==> src/rtl/reward_timer_ctrl_pkg.sv <==
// Shared types for the reward timer controller.
// FSM states, reward codes and effect slot indices.
package reward_timer_ctrl_pkg;

  typedef enum logic [1:0] {
    ST_IDLE,
    ST_LOAD,
    ST_DONE,
    ST_WAIT
  } state_t;

  localparam logic [2:0] RT_INVINCIBLE = 3'd1;
  localparam logic [2:0] RT_FASTER     = 3'd2;
  localparam logic [2:0] RT_FROZEN     = 3'd3;
  localparam logic [2:0] RT_LASER      = 3'd4;

  localparam int unsigned EFF_INVINCIBLE = 0;
  localparam int unsigned EFF_FASTER     = 1;
  localparam int unsigned EFF_FROZEN     = 2;
  localparam int unsigned EFF_LASER      = 3;
  localparam int unsigned NUM_EFF        = 4;

endpackage

==> src/rtl/reward_effect_counter.sv <==
// One effect lifetime down-counter.
// Clear beats load, load beats decrement, zero holds.
module reward_effect_counter #(
  parameter int CNT_W = 5
) (
  input  logic             clk,
  input  logic             rst,
  input  logic             clr,
  input  logic             load,
  input  logic             dec,
  input  logic [CNT_W-1:0] load_val,
  output logic [CNT_W-1:0] count
);

  // load / decrement / hold, never wrapping below zero
  always_ff @(posedge clk or posedge rst) begin
    if (rst)
      count <= '0;
    else if (clr)
      count <= '0;
    else if (load)
      count <= load_val;
    else if (dec && count != '0)
      count <= count - CNT_W'(1);
  end

endmodule

==> src/rtl/reward_timer_ctrl.sv <==
// Reward pickup controller with four timed effects.
// tick_4Hz is sampled as data and turned into tick_en.
module reward_timer_ctrl
  import reward_timer_ctrl_pkg::*;
#(
  parameter int DURATION = 20,
  parameter int CNT_W    = 5
) (
  input  logic             clk,
  input  logic             rst,
  input  logic             tick_4Hz,
  input  logic             enable,
  input  logic             pickup_valid,
  input  logic [2:0]       pickup_type,
  input  logic             mode_classic,
  input  logic             mode_infinity,
  output logic             pickup_ready,
  output logic             pickup_done,
  output logic             pickup_err,
  output logic             reward_invincible,
  output logic             reward_faster,
  output logic             reward_frozen,
  output logic             reward_laser,
  output logic             reward_addtime,
  input  logic [1:0]       disp_sel,
  output logic [CNT_W-1:0] disp_remain
);

  localparam logic [CNT_W-1:0] LOAD_VAL = CNT_W'(DURATION);

  logic [1:0]       tick_sync;
  logic             tick_d;
  logic             tick_en;
  logic             run;
  state_t           state;
  state_t           state_nxt;
  logic [2:0]       type_q;
  logic [NUM_EFF-1:0] load_vec;
  logic [CNT_W-1:0] cnt [NUM_EFF];

  // two-flop synchroniser plus edge detector on the tick
  always_ff @(posedge clk or posedge rst) begin
    if (rst) begin
      tick_sync <= '0;
      tick_d    <= 1'b0;
    end else begin
      tick_sync <= {tick_sync[0], tick_4Hz};
      tick_d    <= tick_sync[1];
    end
  end

  assign tick_en = tick_sync[1] & ~tick_d;

  // state register, first-clock flag and captured code
  always_ff @(posedge clk or posedge rst) begin
    if (rst) begin
      state  <= ST_IDLE;
      run    <= 1'b0;
      type_q <= '0;
    end else begin
      state <= state_nxt;
      run   <= 1'b1;
      if (pickup_valid && pickup_ready)
        type_q <= pickup_type;
    end
  end

  // next state, handshake and reward decode
  always_comb begin
    state_nxt      = state;
    pickup_ready   = 1'b0;
    pickup_done    = 1'b0;
    pickup_err     = 1'b0;
    reward_addtime = 1'b0;
    load_vec       = '0;
    if (!enable) begin
      state_nxt = ST_IDLE;
    end else begin
      unique case (state)
        ST_IDLE: begin
          pickup_ready = run;
          if (pickup_valid && run)
            state_nxt = ST_LOAD;
        end
        ST_LOAD: begin
          state_nxt = ST_DONE;
          unique case (1'b1)
            (type_q == RT_INVINCIBLE): begin
              if (mode_classic)
                load_vec[EFF_INVINCIBLE] = 1'b1;
              else if (mode_infinity)
                reward_addtime = 1'b1;
              else
                pickup_err = 1'b1;
            end
            (type_q == RT_FASTER):
              load_vec[EFF_FASTER] = 1'b1;
            (type_q == RT_FROZEN):
              load_vec[EFF_FROZEN] = 1'b1;
            (type_q == RT_LASER):
              load_vec[EFF_LASER] = 1'b1;
            default:
              pickup_err = 1'b1;
          endcase
        end
        ST_DONE: begin
          pickup_done = 1'b1;
          state_nxt   = ST_WAIT;
        end
        ST_WAIT: begin
          if (!pickup_valid)
            state_nxt = ST_IDLE;
        end
      endcase
    end
  end

  for (genvar g = 0; g < NUM_EFF; g++) begin : g_eff
    reward_effect_counter #(
      .CNT_W(CNT_W)
    ) u_cnt (
      .clk     (clk),
      .rst     (rst),
      .clr     (~enable),
      .load    (load_vec[g]),
      .dec     (tick_en),
      .load_val(LOAD_VAL),
      .count   (cnt[g])
    );
  end

  assign reward_invincible = cnt[EFF_INVINCIBLE] != '0;
  assign reward_faster     = cnt[EFF_FASTER] != '0;
  assign reward_frozen     = cnt[EFF_FROZEN] != '0;
  assign reward_laser      = cnt[EFF_LASER] != '0;

  // display mux of the selected counter
  always_comb begin
    disp_remain = cnt[disp_sel];
  end

endmodule

==> config.mk <==
export PLATFORM = sky130hd
export DESIGN_NAME = reward_timer_ctrl
export DESIGN_NICKNAME = d
export VERILOG_FILES = /design/src/rtl/reward_timer_ctrl_pkg.sv /design/src/rtl/reward_effect_counter.sv /design/src/rtl/reward_timer_ctrl.sv
export SDC_FILE = /design/constraint.sdc
export NUM_CORES = 1
export LEC_CHECK = 0
export ABC_AREA = 1
export CELL_PAD_IN_SITES_DETAIL_PLACEMENT = 1
export CELL_PAD_IN_SITES_GLOBAL_PLACEMENT = 1
export CORE_AREA = 2 2 70 72
export DETAILED_ROUTE_END_ITERATION = 12
export DIE_AREA = 0 0 72 74
export DONT_BUFFER_PORTS = 1
export MAX_ROUTING_LAYER = met4
export PLACE_DENSITY = 0.88
export SYNTH_ARGS = -nofsm -noshare
export SYNTH_HDL_FRONTEND = slang
export SYNTH_HIERARCHICAL = 1
export SYNTH_SLANG_ARGS = --single-unit
==> constraint.sdc <==
create_clock -name clk -period 2.8 [get_ports clk]
set_clock_uncertainty 0.05 [all_clocks]
set_input_delay 0.28 -clock clk [delete_from_list [all_inputs] [get_ports clk]]
set_output_delay 0.28 -clock clk [all_outputs]
set_load 0.05 [all_outputs]
==> metrics.md <==
| Metric | Value |
|---|---|
| Hold buffers post-CTS | 2 |
| Initial DRC Count | 120 |
| Status | completed |
| Nets | 374 |
| Commonest register cell after synthesis | dfrtp_1 |
| Slew Viols, Final | 0 |
| CTS Buffer Depth | 2 |
| H-tree Lvls | 2 |
| Cell count after synthesis | 326 |
| CP required | 2960 ps |
| Final setup viols | 0 |
| Area Overhead vs Synth | 12.7% |
| Netlist Area Pre-Place | 0.00219 mm^2 |
| Min-delay worst type | primary input to flop |
| Leak pwr | 1.32 nW |
| DR vias | 2144 |
| Setup WS pre-CTS | 855 ps |
| Share of the synthesized area in the top cell type | 0.331 |
| Sequential-to-total area share from yosys stat | 0.331 |
| Ys async rst share | 1.00 |
| First-pass GRT wire length | 10200 um |
| Number of port buffers | 0 |
| Pre-Repair DR Iteration Count | 4 |
| Number of setup buffers added after CTS | 0 |
| Worst-Margin Slew | 616 ps |
| Max IR drop VDD | 0.422 mV |
| Post-route minimum period | 1990 ps |
| RSZ-0062 raised after global routing | no |
| Die Wd | 72 um |
| Setup ws final | 813 ps |
| Highest net fanout along the worst path | 9 |
| Starting Density | 0.476 |
| Grt ovf | 0 |
| Post-CTS resize count | 0 |
| Crit path arrival time | 2150 ps |
| Crit end category | flop |
| Post-route clock period utilization | 0.710 |
| Clock-pin slew on the worst setup and hold paths | 70 ps |
| FMAX | 503 MHz |
| Ys Warns | 6 |
| Total track usage | 0.253 |
| Layout cells sized above 1 | 0.104 |
| #FFs+latches synth | 29 |
| Unique cell type count in the Yosys netlist | 20 |
| Max-slew headroom | 0.589 |
| WL/cell | 14.8 um |
| TritonCTS Sinks | 29 |
| Detailed-route wire length | 6030 um |
| Latest clock arrival within the worst-skew pair | 280 ps |
| Vias in the first global route | 2175 |
| Inserted Diodes | 0 |
| Synth cell count leaders | 119 x nand2_1, 45 x inv_1, 29 x dfrtp_1 |
| Num CTS Buffers | 5 |
| Top cells by area, synth | dfrtp_1 33%, nand2_1 20%, inv_1 7.7%, nand4_1 5.7%, o21ai_0 4.8% |
| Die height | 74 um |
| Initial antenna violation count | 0 |
| Vias/cell | 5.24 |
| Die Area | 0.00533 mm^2 |
| Detailed-route DRC error count | 0 |
| # IOs | 25 |
| WS Path Type | flop to flop |
| Dominant cell type by area after synthesis | dfrtp_1 |
| Pwr dens | 1150 mW/mm^2 |
| Largest net degree at the start of global routing | 21 |
| Top-count cell post-synth | nand2_1 |
| Post-synth EDFFs | 0 |
| Startpoint types | flop |
| Placer Congestion | 0.830 |
| CTS tree | yes |
| Setup TNS | 0 ps |
| FP Rows | 25 |
| DP Wirelength | 4640 um |
| Core area | 0.00460 mm^2 |
| Fin. Hold Viols | 0 |
| Max-cap violation count | 0 |
| Post-DRT Antenna Nets | 0 |
| Root Driver | clkbuf_8 |
| Mean Syn Cell Area | 6.72 um^2 |
flip-flops by register name, indices dropped and copies added (netlist names):
signal / count
tick_sync: 2
state: 2
type_q: 3
run: 1
tick_d: 1
g_eff.u_cnt/count: 20
per-layer routing:
layer  share of wire  GRT usage
met5               0          -
met4           0.012     0.0608
met3           0.043     0.0474
met2            0.51      0.444
met1            0.44      0.302
layout make-up:
class	instances	area [um^2]
clock inverters	1	5.00
inverters	50	188
clock buffers	7	96.3
well taps	54	67.6
repair buffers	9	72.6
multi-input cells	259	1310
fillers	620	2130
flip-flops and latches	29	726
through the flow:
stage | hold slack [ps] | instances | total power, mW | util | instance area (um^2)
floorplan | 8.52 | 345 | 2.12 | - | 2260
global placement | 29.7 | 399 | 2.38 | 0.510 | 2350
detailed placement | 32.4 | 399 | 2.44 | 0.510 | 2350
CTS | 70.4 | 409 | 2.85 | 0.537 | 2470
global route | 73.3 | 409 | 3.09 | 0.537 | 2470
finish | 74.7 | 409 | 2.83 | 0.537 | 2470
report_power, final:
| part | total, mW | internal, mW | switching [mW] |
|---|---|---|---|
| sequential | 0.756 | 0.557 | 0.200 |
| combinational | 1.69 | 0.494 | 1.19 |
| clock | 0.390 | 0.222 | 0.168 |
worst max-delay path, cell delays in order (launching register included):
cell,delay [ps]
dfrtp_1,410
inv_1,90
ha_1,140
nand2_1,120
nor2_1,500
inv_2,200
a21oi_4,240
nand2_1,100
nand2_1,70
cells by family after synthesis:
logic type	count (synthesis)	share of synthesized area
compound gates	34	0.103
xor+xnor	4	0.0160
fa+ha+maj	8	0.0457
buf+inv	57	0.102
flops	29	0.331
other cells	2	0.00343
simple gates	192	0.399
placed cells by master (no fill, tap or decap), drive strengths merged:
cell type | Yosys | layout
nand4 | 20 | 20
xnor2 | 4 | 4
dlygate4sd3 | 0 | 2
nor3 | 6 | 6
o211ai | 4 | 4
nand3 | 23 | 23
nand2 | 123 | 123
inv | 50 | 50
clkbuf | 0 | 7
nor2 | 20 | 20
o21ai | 21 | 21
ha | 8 | 8
conb | 2 | 21
a21oi | 9 | 9
clkinv | 0 | 1
buf | 7 | 7
dfrtp | 29 | 29
final timing paths:
| kind | cells past startpoint | endpoint | slack [ps] | start |
|---|---|---|---|---|
| min | 2 | type_q[2]$_DFFE_PP0P_ | 70 | pickup_type[2] |
| max | 8 | g_eff[3].u_cnt/count[3]$_DFFE_PP0P_ | 810 | state[1]$_DFFE_PP0P_ |
| min in group asynchronous | 2 | g_eff[1].u_cnt/count[0]$_DFFE_PP0P_ | 450 | rst |
| max reg2reg | 8 | g_eff[3].u_cnt/count[3]$_DFFE_PP0P_ | 810 | state[1]$_DFFE_PP0P_ |
| max in group asynchronous | 2 | run$_DFF_PP0_ | 1920 | rst |
| min reg2reg | 0 | tick_sync[1]$_DFF_PP0_ | 330 | tick_sync[0]$_DFF_PP0_ |
(Power assumes the default switching activity.)
